File: src/rtl/uart_tx.sv
`default_nettype none
// ============================================================================
//  Module      : uart_tx
//  Description : Valid/ready fed asynchronous serial transmitter: start bit,
//                LSB-first data, optional even parity (UART_TX_PARITY_EN),
//                one stop bit. All outputs registered.
//  Revision    : 1.0 - initial release
// ============================================================================
module uart_tx #(
    parameter int CLKS_PER_BIT = 16,
    parameter int DATA_BITS    = 8
) (
    input  logic                 clk,
    input  logic                 async_reset_n,
    input  logic                 tx_valid,
    input  logic [DATA_BITS-1:0] tx_data,
    output logic                 tx_ready,
    output logic                 tx_serial,
    output logic                 tx_busy
);

    localparam int c_CNT_W = $clog2(CLKS_PER_BIT);
    localparam int c_BIT_W = $clog2(DATA_BITS + 1);

    localparam logic [c_CNT_W-1:0] c_PERIOD_LAST = c_CNT_W'(CLKS_PER_BIT - 1);
    localparam logic [c_CNT_W-1:0] c_STOP_LAST   = c_CNT_W'(CLKS_PER_BIT - 2);
    localparam logic [c_BIT_W-1:0] c_BIT_LAST    = c_BIT_W'(DATA_BITS - 1);

`ifdef UART_TX_PARITY_EN
    typedef enum logic [2:0] {
        IDLE   = 3'd0,
        START  = 3'd1,
        DATA   = 3'd2,
        PARITY = 3'd3,
        STOP   = 3'd4
    } state_t;
`else
    typedef enum logic [2:0] {
        IDLE  = 3'd0,
        START = 3'd1,
        DATA  = 3'd2,
        STOP  = 3'd4
    } state_t;
`endif

    state_t               r_state;
    state_t               w_state_next;
    logic [DATA_BITS-1:0] r_shift;
    logic [DATA_BITS-1:0] w_shift_next;
    logic [c_BIT_W-1:0]   r_bit_cnt;
    logic [c_BIT_W-1:0]   w_bit_cnt_next;
    logic [c_CNT_W-1:0]   r_period_cnt;
    logic [c_CNT_W-1:0]   w_period_next;
    logic                 w_period_done;
    logic                 w_serial_next;
    logic                 w_ready_next;
    logic                 w_busy_next;
`ifdef UART_TX_PARITY_EN
    logic                 r_parity;
    logic                 w_parity_next;
`endif

    assign w_period_done = (r_period_cnt == c_PERIOD_LAST);

    always_ff @(posedge clk or negedge async_reset_n) begin
        if (!async_reset_n) begin
            r_state      <= IDLE;
            r_shift      <= '0;
            r_bit_cnt    <= '0;
            r_period_cnt <= '0;
            tx_serial    <= 1'b1;
            tx_ready     <= 1'b1;
            tx_busy      <= 1'b0;
`ifdef UART_TX_PARITY_EN
            r_parity     <= 1'b0;
`endif
        end else begin
            r_state      <= w_state_next;
            r_shift      <= w_shift_next;
            r_bit_cnt    <= w_bit_cnt_next;
            r_period_cnt <= w_period_next;
            tx_serial    <= w_serial_next;
            tx_ready     <= w_ready_next;
            tx_busy      <= w_busy_next;
`ifdef UART_TX_PARITY_EN
            r_parity     <= w_parity_next;
`endif
        end
    end

    // The final stop-bit cycle is spent in IDLE so a waiting word is taken on
    // the frame boundary edge, giving gapless back-to-back frames.
    always_comb begin
        w_state_next   = r_state;
        w_shift_next   = r_shift;
        w_bit_cnt_next = r_bit_cnt;
        w_period_next  = w_period_done ? '0 : r_period_cnt + 1'b1;
`ifdef UART_TX_PARITY_EN
        w_parity_next  = r_parity;
`endif
        case (r_state)
            IDLE: begin
                w_period_next = '0;
                if (tx_valid && tx_ready) begin
                    w_state_next   = START;
                    w_shift_next   = tx_data;
                    w_bit_cnt_next = '0;
`ifdef UART_TX_PARITY_EN
                    w_parity_next  = ^tx_data;
`endif
                end
            end
            START: begin
                if (w_period_done) begin
                    w_state_next = DATA;
                end
            end
            DATA: begin
                if (w_period_done) begin
                    w_shift_next = r_shift >> 1;
                    if (r_bit_cnt == c_BIT_LAST) begin
                        w_bit_cnt_next = '0;
`ifdef UART_TX_PARITY_EN
                        w_state_next   = PARITY;
`else
                        w_state_next   = STOP;
`endif
                    end else begin
                        w_bit_cnt_next = r_bit_cnt + 1'b1;
                    end
                end
            end
`ifdef UART_TX_PARITY_EN
            PARITY: begin
                if (w_period_done) begin
                    w_state_next = STOP;
                end
            end
`endif
            STOP: begin
                if (r_period_cnt == c_STOP_LAST) begin
                    w_state_next  = IDLE;
                    w_period_next = '0;
                end
            end
            default: begin
                w_state_next  = IDLE;
                w_period_next = '0;
            end
        endcase
    end

    always_comb begin
        w_serial_next = 1'b1;
        case (w_state_next)
            START:   w_serial_next = 1'b0;
            DATA:    w_serial_next = w_shift_next[0];
`ifdef UART_TX_PARITY_EN
            PARITY:  w_serial_next = r_parity;
`endif
            default: w_serial_next = 1'b1;
        endcase
        w_ready_next = (w_state_next == IDLE);
        w_busy_next  = (w_state_next != IDLE);
    end

endmodule
`default_nettype wire

File: config.mk
export PLATFORM = sky130hd
export DESIGN_NAME = uart_tx
export DESIGN_NICKNAME = d
export VERILOG_FILES = /design/src/rtl/uart_tx.sv
export SDC_FILE = /design/constraint.sdc
export NUM_CORES = 1
export LEC_CHECK = 0
export CAP_MARGIN = 20
export CELL_PAD_IN_SITES_DETAIL_PLACEMENT = 1
export CELL_PAD_IN_SITES_GLOBAL_PLACEMENT = 2
export CORE_MARGIN = 3
export CORE_UTILIZATION = 34
export DETAILED_ROUTE_END_ITERATION = 6
export PLACE_DENSITY = 0.73
export SKIP_CTS_REPAIR_TIMING = 1
export SLEW_MARGIN = 20
export SYNTH_ARGS = -nofsm -noshare
export SYNTH_HDL_FRONTEND = slang
export SYNTH_SLANG_ARGS = --single-unit
File: constraint.sdc
create_clock -name clk -period 1.9 [get_ports clk]
set_input_delay 0.19 -clock clk [delete_from_list [all_inputs] [get_ports clk]]
set_output_delay 0.19 -clock clk [all_outputs]
set_load 0.02 [all_outputs]
==> metrics.md, run 1 <==
| Metric | Value |
|---|---|
| Synth cell types | `38` |
| Critical path fanouts, max | `2` |
| Area of the mapped netlist | `0.00109 mm2` |
| Gr usage total | `13.3%` |
| CORE AREA | `0.00290 mm2` |
| Ranking of synthesized cells by area | `dfrtp_1 (46%), dfstp_2 (4.8%), o21ai_0 (4.6%), a22oi_1 (4.1%), ha_1 (3.4%)` |
| Crit path DAT | `approximately 1.5 ns` |
| Sequential fraction of the synthesis area | `50.6%` |
| DP HPWL | `~1.7 mm` |
| Mean Syn Cell Area | `10.7 um2` |
| Critical Path Start | `tx_ready$_DFF_PN1_` |
| Async SR Flop Fraction | `100%` |
| Worst-Margin Slew | `0.325 ns` |
| Final Hold Vio Count | `0` |
| P per Cell Area | `550 mW/mm2` |
| Most frequent cell after synthesis | `dfrtp_1` |
| Reg clk slew, reported paths | `between 0.1 and 0.15 ns` |
| DR vias/cell | `approximately 5` |
| Synth area leader | `dfrtp_1` |
| TNS Setup | `0 ns` |
| Critical R2R Launch | `r_period_cnt[0]$_DFF_PN0_` |
| ANT cells | `0` |
| Crit-path slowest cell | `clkdlybuf4s50_1` |
| Run status | `complete, no violations` |
| Critical path data required time | `1.71 ns` |
| Number of flops mapped to enable cells by yosys | `0` |
| Chip width | `62.7 um` |
| Top cell family by delay on the critical path | `buffers and inverters` |
| Fin. max-slew vios | `0` |
| DIE HEIGHT | `62.7 um` |
| Commonest cells post-synth | `dfrtp_1 (20), nor2_1 (10), o21ai_0 (10)` |
| CTS Buffer Depth | `2` |
| Routed WL per cell | `14.3 um` |
| Area share of the largest cell type after synthesis | `45.8%` |
| IO buf count | `13` |
| Cell Rows | `19` |
| Ports | `14` |
| Overflow after GRT | `0` |
| Worst-skew pair later-pin latency | `0.30 ns` |
| First-pass GRT wire length | `approximately 4.2 mm` |
| Tcrit/Tclk final | `approximately 88%` |
| Layout net count | `134` |
| Setup WS post-layout | `about 0.23 ns` |
| CP bufs+invs | `1` |
| Final setup viols | `0` |
| WS Path Type | `flop to primary output` |
| Main synth FF type | `dfrtp_1` |
| Via count | `810` |
| Slowest cell delay on critical path | `0.60 ns` |
| Layout cells sized above 1 | `14.4%` |
| Die area | `0.00393 mm2` |
| Synth Register Bits | `22` |
| Max Cap Viol | `0` |
| CTS tree | `yes` |
| Detail Route Antenna Nets | `0` |
| Pre-antenna DRT Iters | `4` |
| Ys Warns | `0` |
| Worst IR Drop VDD | `0.000287 V` |
| GPL Wtd Cong | `~0.73` |
| Largest net degree at the start of global routing | `23` |
| Worst Hold Class | `input port to asynchronous set/reset pin` |
| DRT iter0 DRCs | `39` |
| R2R depth | `5` |
| Lkg Pwr | `approximately 0.54 nW` |
| Initial core utilization | `37.7%` |
| Area grow syn2layout | `18.7%` |
| Root Driver | `clkbuf_4` |
| CP endpoint kind | `primary output` |
| Pre-CTS setup slack | `0.308 ns` |
| Vias in the first global route | `between 800 and 900` |
| Clock sinks | `22` |
| Worst clock skew | `0.00292 ns` |
| Post-layout power | `0.714 mW` |
| RSZ-0062 raised after global routing | `false` |
| Remaining DRCs | `0` |
| Slew Limit Headroom | `78.3%` |
| Top achievable clock speed | `0.599 GHz` |
| Drt total wl | `2.28 mm` |
| Syn nets | `approximately 120` |
| R2R Setup Slk | `~0.29 ns` |
| Htree depth | `1` |
| Antenna violations before repair | `0` |
| Tmin final | `roughly 1.7 ns` |
| Fill count | `between 300 and 400` |
| Crit-path cells | `clkdlybuf4s50_1` |
| Clock buffer count from CTS | `3` |
| Cells after synthesis | `102` |
| CP startpoint kind | `flop` |
| End of the worst register-to-register path | `tx_serial$_DFF_PN1_` |
==> worst max path at each step <==
stage | end | slack, ns | cells after the start
after global routing | r_bit_cnt[3]$_DFFE_PN0P_ | 0.16 | 5
after global placement | r_shift[3]$_DFFE_PN0P_ | 0.37 | 6
final | tx_ready | 0.23 | 1
after CTS | tx_ready | 0.21 | 1
after floorplan | r_shift[7]$_DFFE_PN0P_ | 0.45 | 5
after detailed placement | tx_serial$_DFF_PN1_ | 0.31 | 5
==> layout by cell type, fill, tap and decap left out, types with 2 or more instances in the layout <==
master,count
a22oi_1,6
nor3_1,2
nand3_1,4
nand2b_1,3
clkdlybuf4s50_1,13
o21ai_0,10
a21oi_1,3
a22o_1,2
xnor2_1,2
dfstp_2,2
clkbuf_4,3
buf_4,3
nor2_1,10
and3_1,2
inv_1,8
nand4_1,2
ha_1,3
dfrtp_1,20
==> report_power, final <==
group,switching (mW),internal (mW),total (mW)
registers,0,0.468,0.468
clock network,0.140,0.0740,0.214
logic,0.0124,0.0193,0.0317
total,0.152,0.562,0.714
==> per-stage QoR <==
stage               cells  cell area [um2]  hold slack (ns)  util [%]
floorplan             102             1090           -0.106         -
global route          160             1300            0.247      44.7
global placement      157             1270            0.489      43.9
detailed placement    157             1270            0.493      43.9
CTS                   160             1300            0.227      44.7
finish                160             1300            0.221      44.7
==> area by class of cell <==
class | count | area, um2 | share of cell area, %
Inverter | 8 | 30.0 | 2.32
Multi-Input combinational cell | 69 | 485 | 37.5
Sequential cell | 22 | 553 | 42.7
Clock buffer | 3 | 22.5 | 1.74
Tap cell | 42 | 52.6 | 4.05
Timing Repair Buffer | 16 | 153 | 11.8
==> sequential cells by signal (all words and copies together), names as in the netlist <==
register / count
tx_busy: 1
tx_serial: 1
r_shift: 8
r_state: 3
tx_ready: 1
r_period_cnt: 4
r_bit_cnt: 4
==> cells by family (layout without fill, tap and decap cells) <==
logic type | count (synthesis) | in the layout | synth area share, %
XOR/XNOR | 2 | 2 | 1.60
multiplexers | 1 | 1 | 0.916
buffers and inverters | 11 | 27 | 4.93
AND/OR/NAND/NOR | 34 | 34 | 19.5
adder cells (fa/ha/maj) | 3 | 3 | 3.44
flip-flops | 22 | 22 | 50.6
AO/OA/AOI/OAI | 29 | 29 | 19.0
==> routing by layer <==
metal,global-route usage [%],wire (um),vias up,share of wire (%)
met5,0,0,-,0
met3,1.80,81,2,3.5
met1,18.5,1120,399,49
met2,20.6,1060,11,46
met4,5.79,22,0,0.96
li1,-,-,398,-
No activity file was read; power rests on OpenSTA's default activity.
==> run 2: changes to the inputs <==
--- a/config.mk
+++ b/config.mk
@@ -9,9 +9,9 @@
 export CELL_PAD_IN_SITES_DETAIL_PLACEMENT = 1
 export CELL_PAD_IN_SITES_GLOBAL_PLACEMENT = 2
 export CORE_MARGIN = 3
-export CORE_UTILIZATION = 34
+export CORE_UTILIZATION = 25
 export DETAILED_ROUTE_END_ITERATION = 6
-export PLACE_DENSITY = 0.73
+export PLACE_DENSITY = 0.56
 export SKIP_CTS_REPAIR_TIMING = 1
 export SLEW_MARGIN = 20
 export SYNTH_ARGS = -nofsm -noshare
==> metrics.md, run 2 (synthesis gave the netlist of run 1 again) <==
| Metric | Value |
|---|---|
| Run status | `complete, no violations` |
| Clock buffer count from CTS | `3 (unchanged)` |
| Ports | `14 (unchanged)` |
| Worst-Margin Slew | `0.327 ns (+0.00176 ns)` |
| FF/Latch Area | `553 um2 (unchanged)` |
| Met2 wire length | `1.17 mm (+10%)` |
| DP HPWL | `1.77 mm (+5.9%)` |
| GPL Wtd Cong | `0.728 (-0.93%)` |
| Via count | `823 (+1.6%)` |
| Top flop regs | `r_shift: 8 flops, r_bit_cnt: 4 flops, r_period_cnt: 4 flops` |
| DR vias/cell | `4.90 (-3.2%)` |
| Drt total wl | `2.43 mm (+6.6%)` |
| Worst-skew pair later-pin latency | `0.26 ns (-0.04 ns)` |
| Largest register FFs | `8 (unchanged)` |
| Htree depth | `1 (unchanged)` |
| CP startpoint kind | `flop` |
| DRT met1 WL | `1.18 mm (+5.0%)` |
| CTS Buffer Depth | `2 (unchanged)` |
| Chip width | `72.1 um (+15%)` |
| Clock sinks | `22 (unchanged)` |
| Worst clock skew | `0.00264 ns (-0.000284 ns)` |
| Root Driver | `clkbuf_8` |
| Critical path fanouts, max | `10 (+8)` |
| Layout cells sized above 1 | `14.4% (unchanged)` |
| P per Cell Area | `595 mW/mm2 (+8.1%)` |
| Max Cap Viol | `0 (unchanged)` |
| Multi-input gate area | `485 um2 (unchanged)` |
| Slew Limit Headroom | `78.2% (-0.12 points)` |
| Remaining DRCs | `0 (unchanged)` |
| Overflow after GRT | `0 (unchanged)` |
| Vias in the first global route | `904 (+3.6%)` |
| Pre-CTS setup slack | `0.253 ns (-0.0546 ns)` |
| Top achievable clock speed | `0.614 GHz (+2.5%)` |
| Tmin final | `1.63 ns (-0.0404 ns)` |
| Detail Route Antenna Nets | `0 (unchanged)` |
| Fill count | `470 (+42%)` |
| Final Hold Vio Count | `0 (unchanged)` |
| First-pass GRT wire length | `4.50 mm (+6.5%)` |
| IO buf count | `13 (unchanged)` |
| Most flop-heavy register | `r_shift` |
| Fin. max-slew vios | `0 (unchanged)` |
| Critical path data required time | `2.09 ns (+0.38 ns)` |
| CTS tree | `yes` |
| Met3 WL | `61 um (-25%)` |
| CP endpoint kind | `flop` |
| Initial core utilization | `26.5% (-11 points)` |
| Cell Rows | `23 (+4)` |
| Cells after DPL | `165 (+5.1%)` |
| DIE HEIGHT | `72.1 um (+15%)` |
| Die area | `0.00520 mm2 (+32%)` |
| Final setup viols | `0 (unchanged)` |
| Worst IR Drop VDD | `0.000239 V (-17%)` |
| Reg clk slew, reported paths | `0.08 ns (-0.04 ns)` |
| Setup WS post-layout | `0.272 ns (+0.0404 ns)` |
| CORE AREA | `0.00412 mm2 (+42%)` |
| WS Path Type | `flop to flop` |
| Crit path DAT | `1.82 ns (+0.34 ns)` |
| RSZ-0062 raised after global routing | `false` |
| Worst Hold Class | `input port to asynchronous set/reset pin` |
| Routed WL per cell | `14.5 um (+1.5%)` |
| Antenna violations before repair | `0 (unchanged)` |
| Layout net count | `134 (unchanged)` |
| TNS Setup | `0 ns (unchanged)` |
| Area grow syn2layout | `21.3%` |
| Gr usage total | `10.8% (-2.5 points)` |
| DR top layer | `met4` |
| Most frequent cells in the layout | `dfrtp_1 (20), clkdlybuf4s50_1 (13), nor2_1 (10), o21ai_0 (10), inv_1 (8)` |
| ANT cells | `0 (unchanged)` |
| Largest net degree at the start of global routing | `23 (unchanged)` |
| Pre-antenna DRT Iters | `4 (unchanged)` |
| Tcrit/Tclk final | `85.7% (-2.1 points)` |
| Leading cell type in the layout, fill and taps excluded | `dfrtp_1` |
| DRT iter0 DRCs | `31 (-21%)` |
| Lkg Pwr | `0.547 nW (+1.4%)` |
| Final cell count without fillers | `168 (+5.0%)` |
-- run 2: metrics by stage --
stage               cell area (um2)  total power, mW  utilization [%]  hold slack (ns)
CTS                            1330            0.805             32.2            0.291
global route                   1330            0.831             32.2            0.301
floorplan                      1090            0.477                -           -0.106
global placement               1280            0.510             31.2            0.487
detailed placement             1280            0.510             31.2            0.486
finish                         1330            0.788             32.2            0.284
-- run 2: path summary, 6_finish.rpt --
path	to	cells past startpoint	from	slack (ns)
max	r_bit_cnt[3]$_DFFE_PN0P_	5	r_period_cnt[0]$_DFF_PN0_	0.27
min	r_state[2]$_DFF_PN0_	2	async_reset_n	0.28
max reg2reg	r_bit_cnt[3]$_DFFE_PN0P_	5	r_period_cnt[0]$_DFF_PN0_	0.27
min reg2reg	r_bit_cnt[3]$_DFFE_PN0P_	1	r_bit_cnt[3]$_DFFE_PN0P_	0.51
max in group asynchronous	tx_ready$_DFF_PN1_	2	async_reset_n	1.33
min in group clk	r_bit_cnt[3]$_DFFE_PN0P_	1	r_bit_cnt[3]$_DFFE_PN0P_	0.51
-- run 2: final cells by class --
cell class	count	area share [%]
flip-flops and latches	22	41.7
multi-input cells	69	36.6
repair buffers	16	11.5
well taps	50	4.72
clock buffers	3	3.12
inverters	8	2.27
-- run 2: where the power goes --
part / switching (mW) / total (mW) / leakage, nW / internal (mW)
clock: 0.147 / 0.288 / 0.0216 / 0.141
sequential: 0 / 0.468 / 0.275 / 0.468
combinational: 0.0129 / 0.0322 / 0.250 / 0.0193
-- run 2: critical path, cell delays in order, from the launching register on --
cell       delay (ns)
dfrtp_1          0.42
ha_1             0.29
nand4_1          0.19
a21oi_4          0.33
nand4_1          0.17
o2bb2ai_1        0.16
-- run 2: per-layer routing --
layer	track usage, %	vias up
met2	17.4	13
li1	-	395
met4	3.13	0
met5	0	-
met1	14.8	411
met3	1.80	4
